`src/rtl/summ_frame.sv`:
```
`timescale 1ns/1ps
// Frame accumulator: sums N gated (or sign-selected) signed terms with saturate/wrap, then pulses oValid.
// Latency: oSum updates one cycle after acceptance; oValid the cycle after the N-th term. No backpressure: terms are taken whenever iValid is high in ACC.
module summ_frame #(
    parameter int W       = 3,
    parameter int N       = 8,
    parameter int SAT     = 1,
    parameter int BIPOLAR = 0
) (
    input  logic                iClk,
    input  logic                iRst_n,
    input  logic                iStart,
    input  logic                iValid,
    input  logic                iBitU,
    input  logic signed [W-1:0] iTerm,
    output logic signed [W-1:0] oSum,
    output logic                oValid,
    output logic                oSat,
    output logic                oBusy
);

    localparam int CW = $clog2(N + 1);
    localparam logic signed [W+1:0] MAXV = {3'b000, {(W-1){1'b1}}};
    localparam logic signed [W+1:0] MINV = {3'b111, {(W-1){1'b0}}};

    // One bit per active state so oBusy/oValid come straight from flops.
    typedef enum logic [1:0] {
        IDLE = 2'b00,
        ACC  = 2'b01,
        DONE = 2'b10
    } state_t;

    state_t              state, stateNxt;
    logic [CW-1:0]       count, countNxt;
    logic signed [W-1:0] sumNxt;
    logic                satNxt;

    logic signed [W+1:0] sumExt, termExt, addend, result;
    logic signed [W-1:0] reduced;
    logic                ovf;

    always_comb begin
        sumExt  = {{2{oSum[W-1]}}, oSum};
        termExt = {{2{iTerm[W-1]}}, iTerm};
        if (iBitU)
            addend = termExt;
        else if (BIPOLAR != 0)
            addend = -termExt;
        else
            addend = '0;
        result = sumExt + addend;
        ovf    = (result > MAXV) || (result < MINV);
        reduced = result[W-1:0];
        if (SAT != 0) begin
            if (result > MAXV)
                reduced = MAXV[W-1:0];
            else if (result < MINV)
                reduced = MINV[W-1:0];
        end
    end

    always_comb begin
        stateNxt = state;
        sumNxt   = oSum;
        satNxt   = oSat;
        countNxt = count;
        case (state)
            IDLE: begin
                if (iStart) begin
                    sumNxt   = '0;
                    satNxt   = 1'b0;
                    countNxt = '0;
                    stateNxt = ACC;
                end
            end
            ACC: begin
                // A restart wins over a term arriving in the same cycle.
                if (iStart) begin
                    sumNxt   = '0;
                    satNxt   = 1'b0;
                    countNxt = '0;
                end else if (iValid) begin
                    sumNxt   = reduced;
                    satNxt   = oSat | ovf;
                    countNxt = count + CW'(1);
                    if (count == CW'(N - 1))
                        stateNxt = DONE;
                end
            end
            DONE: begin
                if (iStart) begin
                    sumNxt   = '0;
                    satNxt   = 1'b0;
                    countNxt = '0;
                    stateNxt = ACC;
                end else begin
                    stateNxt = IDLE;
                end
            end
            default: stateNxt = IDLE;
        endcase
    end

    always_ff @(posedge iClk or negedge iRst_n) begin
        if (!iRst_n) begin
            state <= IDLE;
            oSum  <= '0;
            oSat  <= 1'b0;
            count <= '0;
        end else begin
            state <= stateNxt;
            oSum  <= sumNxt;
            oSat  <= satNxt;
            count <= countNxt;
        end
    end

    assign oBusy  = state[0];
    assign oValid = state[1];

endmodule

```
`config.mk`:
```
export PLATFORM = sky130hd
export DESIGN_NAME = summ_frame
export DESIGN_NICKNAME = d
export VERILOG_FILES = /design/src/rtl/summ_frame.sv
export SDC_FILE = /design/constraint.sdc
export NUM_CORES = 1
export LEC_CHECK = 0
export BUFFER_PORTS_ARGS = -buffer_cell sky130_fd_sc_hd__clkbuf_2
export CORE_MARGIN = 2
export CORE_UTILIZATION = 40
export CTS_BUF_LIST = sky130_fd_sc_hd__clkbuf_4 sky130_fd_sc_hd__clkbuf_8
export CTS_CLUSTER_SIZE = 28
export DETAILED_ROUTE_END_ITERATION = 7
export GPL_TIMING_DRIVEN = 0
export MAX_ROUTING_LAYER = met4
export SETUP_SLACK_MARGIN = 0.2
export SLEW_MARGIN = 0
export SYNTH_ARGS = -nofsm -noshare
export SYNTH_HDL_FRONTEND = slang
export SYNTH_SLANG_ARGS = --single-unit
```
`constraint.sdc`:
```
create_clock -name iClk -period 2.31 [get_ports iClk]
set_input_delay 0.1155 -clock iClk [delete_from_list [all_inputs] [get_ports iClk]]
set_output_delay 0.1155 -clock iClk [all_outputs]
set_load 0.01 [all_outputs]
```
==> results of run 1 <==
[sequential cells by signal, indices dropped and copies added, names as in the netlist]
name,flops
count,4
oSat,1
oSum,3
state,2
[area by class of cell]
| type | count | area, um2 | share of cell area [%] |
|---|---|---|---|
| Buffer | 2 | 8.76 | 1.05 |
| Tap cell | 16 | 20.0 | 2.40 |
| Clock buffer | 3 | 22.5 | 2.70 |
| Multi-Input combinational cell | 58 | 419 | 50.3 |
| Inverter | 6 | 22.5 | 2.70 |
| Timing Repair Buffer | 16 | 90.1 | 10.8 |
| Sequential cell | 10 | 250 | 30.0 |
[power by group]
part / total, mW / switching [mW] / leakage [nW] / internal, mW
clock: 0.107 / 0.0475 / 0.0138 / 0.0595
sequential: 0.209 / 0.0177 / 0.131 / 0.192
combinational: 0.127 / 0.0676 / 0.258 / 0.0592
[worst paths after layout]
path | depth (start not counted) | slack (ns) | startpoint | end
max | 6 | 0.14 | oSum[0] | oSat
min | 2 | 0.17 | iStart | count[3]
max reg2reg | 6 | 0.14 | oSum[0] | oSat
min reg2reg | 1 | 0.52 | oSat | oSat
max in group asynchronous | 2 | 1.85 | iRst_n | state[1]
min in group asynchronous | 2 | 0.26 | iRst_n | count[1]
[stage by stage]
step           total power [mW]  utilization, %  instance area, um2  hold WS (ns)
2_1_floorplan             0.283               -                 683        -0.180
3_3_place_gp              0.323            49.8                 768      -0.00966
3_5_place_dp              0.328            49.8                 768      -0.00927
4_1_cts                   0.445            52.6                 811         0.156
5_1_grt                   0.480            54.1                 833         0.169
6_report                  0.443            54.1                 833         0.166
[cells by family (layout without fill, tap and decap cells)]
group	count (synthesis)	after routing	share of synthesized area [%]
adder cells (fa/ha/maj)	6	6	13.3
AND/OR/NAND/NOR	36	36	27.3
multiplexers	1	1	1.66
flip-flops	10	10	36.9
AO/OA/AOI/OAI	15	15	16.2
buffers and inverters	8	27	4.61
[timing repair]
action | 4_1_cts | 5_1_grt
setup endpoints to repair | 3 | 3
hold buffers | 1 | 0
gates resized for setup | 1 | 2
endpoints found under the hold margin | 10 | 0
pin swaps | 1 | 2
setup buffers | 1 | 1
[worst max-delay path, cell delays in order (launching register included)]
cell and delay (ns):
dfrtp_1 0.40, ha_4 0.17, fa_2 0.33, inv_2 0.06, fa_2 0.47, or3_1 0.37, a32o_1 0.25
[cell usage in the layout, fill, tap and decap left out, types with 2 or more instances in the layout]
cell	netlist	routed
and2_1	3	3
clkbuf_4	0	3
ha_1	4	3
nand3_1	8	8
a32o_1	2	2
nand2_1	8	8
and2b_1	2	2
nor2_1	5	5
nand4_1	2	2
a21oi_1	2	2
clkbuf_2	0	13
o21ai_0	3	3
inv_1	6	5
buf_4	0	2
nand2b_1	3	3
dfrtp_1	10	10
fa_2	0	2
[layer usage]
layer	vias to the layer above	global-route usage (%)	wire (um)
met5	-	-	0
met4	0	1.76	0
met3	0	7.20	71
met2	14	23.1	609
met1	281	23.4	731
li1	322	-	-
[synth_stat cells, drive strengths merged]
master / number
inv: 6
clkbuf: 1
nand4: 2
a211o: 1
a31oi: 1
mux2: 1
and2b: 2
nor3b: 1
nand2: 8
ha: 4
nor3: 1
and3: 1
a32o: 2
a21oi: 2
buf: 1
a22o: 1
nand2b: 3
nor2: 5
a32oi: 1
o32ai: 1
o21ai: 3
and2: 3
nand3: 8
dfrtp: 10
a22oi: 1
fa: 2
or3: 1
nor4: 1
a311o: 1
o22ai: 1
==> flow_summary.yaml, run 1 <==
timing:
  setup_violations: 0
  clock_skew_ns: 0.00119
  final-hold-violation-count: 0
  finalMaxSlewViolations: 0
  worstMarginPinSlew_ns: 0.375
  layout_setup_ws_ns: 0.141
  period_minus_slack_ns: 2.17
  finalSetupTns_ns: 0
  relSlewSlack_pct: 75.0
  grt_setup_unrepaired: "true"
  max_freq_mhz: 461
  min_period_over_period_pct: 93.9
status:
  outcome: "complete, no violations"
place:
  dp.cells: 105
  portBuffers: 13
  post-place-ws_ns: 0.0931
  gp_congestion: 0.790
  dp_hpwl_mm: 1.17
global_routing:
  grt_pass1_wl_mm: 2.39
  grt_usage_pct: 16.7
  grt_max_degree: 11
  grt_pass1_vias: 558
  gr-total-overflow: 0
  antenna_found_initial: 0
synthesis:
  netlist.area_leader.share_pct: 36.9
  syn_area_um2: 678
  synth.largest_area_cell: "dfrtp_1"
  synth_seq_cells: 10
  yosysWarnings: 0
  synth.distinct_cells: 30
  synthesis.nets: 90
  synth_cells: 76
  syn_avg_cell_area_um2: 8.92
  ys_top_cells_by_area: "dfrtp_1, ha_1, fa_1, nand3_1, nand2_1"
  ys_seq_area_share_pct: 36.9
power:
  ir_worst_vdd_v: 0.000400
  power_density_nw_per_um2: 532
  p_leak_nw: 0.403
clock_tree:
  clockBufferDepth: 2
  cts_buffers: 3
  clk_pin_slew_ns: 0.05
  cts_root_buf: "clkbuf_4"
  cts.sinks: 10
  cts_tree: "yes"
  clock_latency_ns: 0.25
  htree_levels: 1
drt:
  dr.first_iter.drc_count: 9
  wl_mm: 1.41
  wl_per_cell_um: 12.7
  ant_nets: 0
  avgViaCountPerCell: 5.56
  vias: 617
  dr.pass1.iters: 4
  drc_errors: 0
floorplan:
  rows: 14
  die_y_um: 45.2
  core_um2: 1540
  ios: 14
  die-area_um2: 2040
  initial_core_util_pct: 44.0
  die_w_um: 45.2
critical_path:
  crit_path_end_kind: "flop"
  critPathArrivalTime_ns: 2.31
  required_ns: 2.45
  startpoint_type: "flop"
  timing_worst_setup_path_type: "reg -> reg"
  crit_fanout: 5
cells_and_area:
  drive_gt1_share_pct: 26.3
  antennaDiodeCount: 0
  fin_nets: 111
  num-fill-cells: 156
  final_cells: 111
  syn2layout_area_growth_pct: 22.9
job:
  cap_violations: 0
min_path:
  min_path_type: "in -> reg"
(Power assumes the default switching activity.)
==> run 2: changes to the inputs <==
BUFFER_PORTS_ARGS = unset   (was -buffer_cell sky130_fd_sc_hd__clkbuf_2)
DONT_BUFFER_PORTS = 1   (was unset)
==> run 2 against run 1 <==
  * Critical path depth is the same
  * Final area fell by 8.0%
  * Worst hold slack worse by 0.13 ns
  * Combinational power fell by 24%
  * Sequential power grew 4%
  * First-iteration DRC count is 22% higher
==> flow_summary.yaml, run 2 (same netlist as run 1, synthesis figures left out) <==
status:
  outcome: "complete, no violations"
timing:
  relSlewSlack_pct: 70.9
  worstMarginPinSlew_ns: 0.435
  finalMaxSlewViolations: 0
  final-hold-violation-count: 0
  finalSetupTns_ns: 0
  setup_violations: 0
  max_freq_mhz: 453
  period_minus_slack_ns: 2.21
  min_period_over_period_pct: 95.5
  grt_setup_unrepaired: "true"
  clock_skew_ns: 0.000544
floorplan:
  ios: 14
  initial_core_util_pct: 44.0
  core_um2: 1540
  die_w_um: 45.2
  die_y_um: 45.2
  die-area_um2: 2040
  rows: 14
drt:
  drt-met1-wl_um: 623
  wl_met2_um: 555
  avgViaCountPerCell: 5.68
  wl_mm: 1.28
  wl_per_cell_um: 13.1
  vias: 557
  dr.first_iter.drc_count: 11
  top_layer_used: "met4"
  ant_nets: 0
  routed-wl-met3_um: 88
  dr.pass1.iters: 4
  drc_errors: 0
cells_and_area:
  final_cell_mix: "dfrtp_1, nand2_1, nand3_1"
  syn2layout_area_growth_pct: 13.1
  largest_register: "count"
  final_cells: 98
  layout_commonest_cell: "dfrtp_1"
  num-fill-cells: 145
  largest_reg_flops: 4
  fin_area_um2: 767
  top_regs: "count x4, oSum x3, state x2"
  fin_nets: 98
  register_area_um2: 251
  multiInputGateArea_um2: 414
  drive_gt1_share_pct: 13.4
  antennaDiodeCount: 0
clock_tree:
  cts_buffers: 3
  htree_levels: 1
  clock_latency_ns: 0.26
  clk_pin_slew_ns: 0.05
  cts.sinks: 10
  cts_tree: "yes"
  clockBufferDepth: 2
  cts_root_buf: "clkbuf_4"
critical_path:
  r2r_slack_ns: 0.10
  cpMostUsedCell: "fa_2"
  crit_chain: "ha_4, fa_2, inv_2, fa_2, or3_1, a32o_1"
  rr_endpoint: "oSat"
  cpLargestDelayFamily: "adder cells"
  worstSetupStartpoint: "oSum[0]"
  startpoint_type: "flop"
  r2r_start: "oSum[0]"
  crit_path_end_kind: "flop"
  cp_slowest_cell: "fa_2"
  timing_worst_setup_path_type: "reg -> reg"
  crit_fanout: 4
  slowest_delay_ns: 0.46
  critical_path_buf_inv_count: 1
  required_ns: 2.45
  rr_worst_depth: 6
  critPathArrivalTime_ns: 2.35
power:
  power_density_nw_per_um2: 553
  p_leak_nw: 0.343
  ir_worst_vdd_v: 0.000315
place:
  dp_hpwl_mm: 1.00
  dpl_cell_area_um2: 703
  dp.cells: 92
  gp_congestion: 0.758
  portBuffers: 0
min_path:
  holdPathStages: 2
  min_from: "iStart"
  worst_hold_path.endpoint: "state[0]"
  min_path_type: "in -> reg"
global_routing:
  antenna_found_initial: 0
  grt_pass1_wl_mm: 2.13
  grt_pass1_vias: 514
  grt_max_degree: 11
  grt_usage_pct: 15.2
  gr-total-overflow: 0
job:
  cap_violations: 0
run 2: repair_timing:
action,4_1_cts,5_1_grt
pin swaps,3,2
gates resized for setup,1,2
hold endpoints to repair,11,0
setup endpoints to repair,3,3
hold buffers,2,0
setup buffers,1,0
run 2: worst max path at each step:
| stage | endpoint | cells after the start |
|---|---|---|
| 2_1_floorplan | oSat | 6 |
| 3_5_place_dp | oSat | 6 |
| 6_report | oSat | 6 |
| 3_3_place_gp | oSat | 6 |
| 5_1_grt | oSat | 6 |
| 4_1_cts | oSat | 6 |
run 2: stage by stage:
| step | power [mW] | utilization [%] | hold WS, ns | worst slack [ns] |
|---|---|---|---|---|
| detailed placement | 0.301 | 45.6 | -0.180 | 0.0652 |
| CTS | 0.425 | 49.0 | 0.0304 | 0.0886 |
| global placement | 0.301 | 45.6 | -0.180 | 0.0723 |
| global route | 0.458 | 49.8 | 0.0425 | 0.0235 |
| finish | 0.424 | 49.8 | 0.0341 | 0.104 |
| floorplan | 0.283 | - | -0.180 | 0.156 |
run 2: report_power, final:
group / switching, mW / total [mW] / leakage (nW) / internal, mW
Combinational: 0.0498 / 0.0969 / 0.199 / 0.0471
Clock: 0.0501 / 0.110 / 0.0138 / 0.0596
Sequential: 0.0258 / 0.218 / 0.130 / 0.192
Total: 0.126 / 0.424 / 0.343 / 0.299
run 2: routing by layer:
metal / track usage, % / vias up
met5: - / -
met4: 5.29 / 0
met3: 8.00 / 2
met2: 20.3 / 15
met1: 19.4 / 253
li1: - / 287
run 2: cell type report:
cell class / count / share of cell area (%)
Multi-Input combinational cell: 58 / 54.0
Sequential cell: 10 / 32.8
Timing Repair Buffer: 3 / 3.59
Clock buffer: 3 / 2.94
Inverter: 6 / 2.94
Tap cell: 16 / 2.61
Buffer: 2 / 1.14
==> run 3: changes to the inputs <==
CORE_AREA = 2 2 39 41   (was unset)
CORE_MARGIN = unset   (was 2)
CORE_UTILIZATION = unset   (was 40)
DIE_AREA = 0 0 41 43   (was unset)
PLACE_DENSITY = 0.69   (was unset)
==> run 3 against run 2 <==
  * Setup slack improved by 0.00097 ns
  * Via count increased by 8.6%
  * Final cell count increased by 1.0%
  * Largest cell class unchanged
==> flow_summary.yaml, run 3 (same netlist as run 1, synthesis figures left out) <==
global_routing:
  grt_pass1_wl_mm: 2.40
  gr-total-overflow: 0
  antenna_found_initial: 0
  grt_max_degree: 11
  grt_pass1_vias: 585
  grt_usage_pct: 20.7
clock_tree:
  cts_tree: "yes"
  clk_pin_slew_ns: 0.07
  clockBufferDepth: 2
  cts.sinks: 10
  cts_buffers: 3
  clock_latency_ns: 0.27
  cts_root_buf: "clkbuf_4"
  htree_levels: 1
timing:
  grt_setup_unrepaired: "true"
  hold_ws_ns: 0.0289
  relSlewSlack_pct: 67.9
  finalSetupTns_ns: 0
  worstMarginPinSlew_ns: 0.479
  final-hold-violation-count: 0
  finalMaxSlewViolations: 0
  min_period_over_period_pct: 95.4
  setup_violations: 0
  clock_skew_ns: 0.00860
  max_freq_mhz: 454
  period_minus_slack_ns: 2.20
critical_path:
  cpLargestDelayFamily: "adder cells"
  required_ns: 2.47
  crit_chain: "ha_2, fa_2, inv_2, fa_2, or3_1, a32o_1"
  cpMostUsedCell: "fa_2"
  critical_path_buf_inv_count: 1
  critPathArrivalTime_ns: 2.36
  slowest_delay_ns: 0.46
  timing_worst_setup_path_type: "reg -> reg"
  cp_slowest_cell: "fa_2"
  crit_fanout: 4
  startpoint_type: "flop"
  crit_path_end_kind: "flop"
status:
  outcome: "complete, no violations"
drt:
  wl_mm: 1.44
  avgViaCountPerCell: 6.11
  ant_nets: 0
  dr.first_iter.drc_count: 10
  dr.pass1.iters: 4
  drc_errors: 0
  wl_per_cell_um: 14.5
  vias: 605
floorplan:
  rows: 14
  die_w_um: 41
  initial_core_util_pct: 49.0
  core_um2: 1380
  die-area_um2: 1760
  ios: 14
  die_y_um: 43
power:
  ir_worst_vdd_v: 0.000282
  total_power_mw: 0.433
  p_switching_mw: 0.135
  p_int_mw: 0.298
  pwr-share-seq_pct: 50.0
  clkPwrFrac_pct: 27.3
  sw_frac_of_total_pct: 31.2
  power_density_nw_per_um2: 568
  p_leak_nw: 0.349
  comb_power_share_pct: 22.8
cells_and_area:
  layout_commonest_cell: "dfrtp_1"
  drive_gt1_share_pct: 13.3
  largest_reg_flops: 4
  antennaDiodeCount: 0
  largest_register: "count"
  fin_nets: 99
  syn2layout_area_growth_pct: 12.5
  num-fill-cells: 148
  final_cell_mix: "dfrtp_1, nand2_1, nand3_1"
  top_regs: "count x4, oSum x3, state x2"
place:
  gp_congestion: 0.773
  dp_hpwl_mm: 1.07
  portBuffers: 0
min_path:
  min_path_type: "in -> reg"
job:
  cap_violations: 0
-- run 3: cell types whose count changed in the layout (fill, tap and decap cells not counted) --
cell     delta
dfrtp_2     -1
dfrtp_1     +1
ha_2        +1
buf_4       +1
ha_4        -1
-- run 3: path summary, 6_finish.rpt --
path	startpoint	endpoint	slack, ns	depth (start not counted)
max	oSum[0]	oSat	0.11	6
min	iStart	oSat	0.03	2
max reg2reg	oSum[0]	oSat	0.11	6
min reg2reg	oSat	oSat	0.57	1
max in group asynchronous	iRst_n	oSum[2]	1.74	1
min in group asynchronous	iRst_n	count[3]	0.24	1
-- run 3: power by group through the flow --
| stage | clock (mW) | sequential, mW | combinational (mW) |
|---|---|---|---|
| floorplan | 0 | 0.215 | 0.0681 |
| global placement | 0 | 0.219 | 0.0813 |
| detailed placement | 0 | 0.220 | 0.0842 |
| CTS | 0.120 | 0.217 | 0.0979 |
| global route | 0.131 | 0.220 | 0.111 |
| finish | 0.118 | 0.217 | 0.0986 |
-- run 3: area by class of cell --
class / instances / area [um2] / area share, %
Sequential cell: 10 / 250 / 32.8
Buffer: 2 / 8.76 / 1.15
Inverter: 6 / 22.5 / 2.95
Timing Repair Buffer: 4 / 35.0 / 4.59
Multi-Input combinational cell: 58 / 404 / 53.0
Clock buffer: 3 / 22.5 / 2.95
Tap cell: 16 / 20.0 / 2.62
-- run 3: routing by layer --
layer | GRT usage (%) | vias up | wire (um)
met3 | 3.66 | 5 | 48
met1 | 24.0 | 288 | 584
li1 | - | 296 | -
met2 | 32.8 | 16 | 778
met5 | - | - | 0
met4 | 10.0 | 0 | 27
-- run 3: repair_timing --
action | in CTS | in global routing
hold endpoints to repair | 11 | 0
setup buffers | 2 | 0
endpoints found under the setup margin | 3 | 3
pin swaps | 3 | 2
gates resized for setup | 1 | 0
hold buffers | 2 | 0
-- run 3: per-stage QoR --
step | setup WS [ns] | utilization (%) | std cells | area [um2]
after detailed placement | 0.0783 | 50.8 | 92 | 703
final | 0.105 | 55.2 | 99 | 763
after floorplan | 0.156 | - | 76 | 683
after CTS | 0.100 | 55.2 | 99 | 763
after global placement | 0.0875 | 50.8 | 92 | 703
after global routing | 0.0463 | 55.2 | 99 | 763
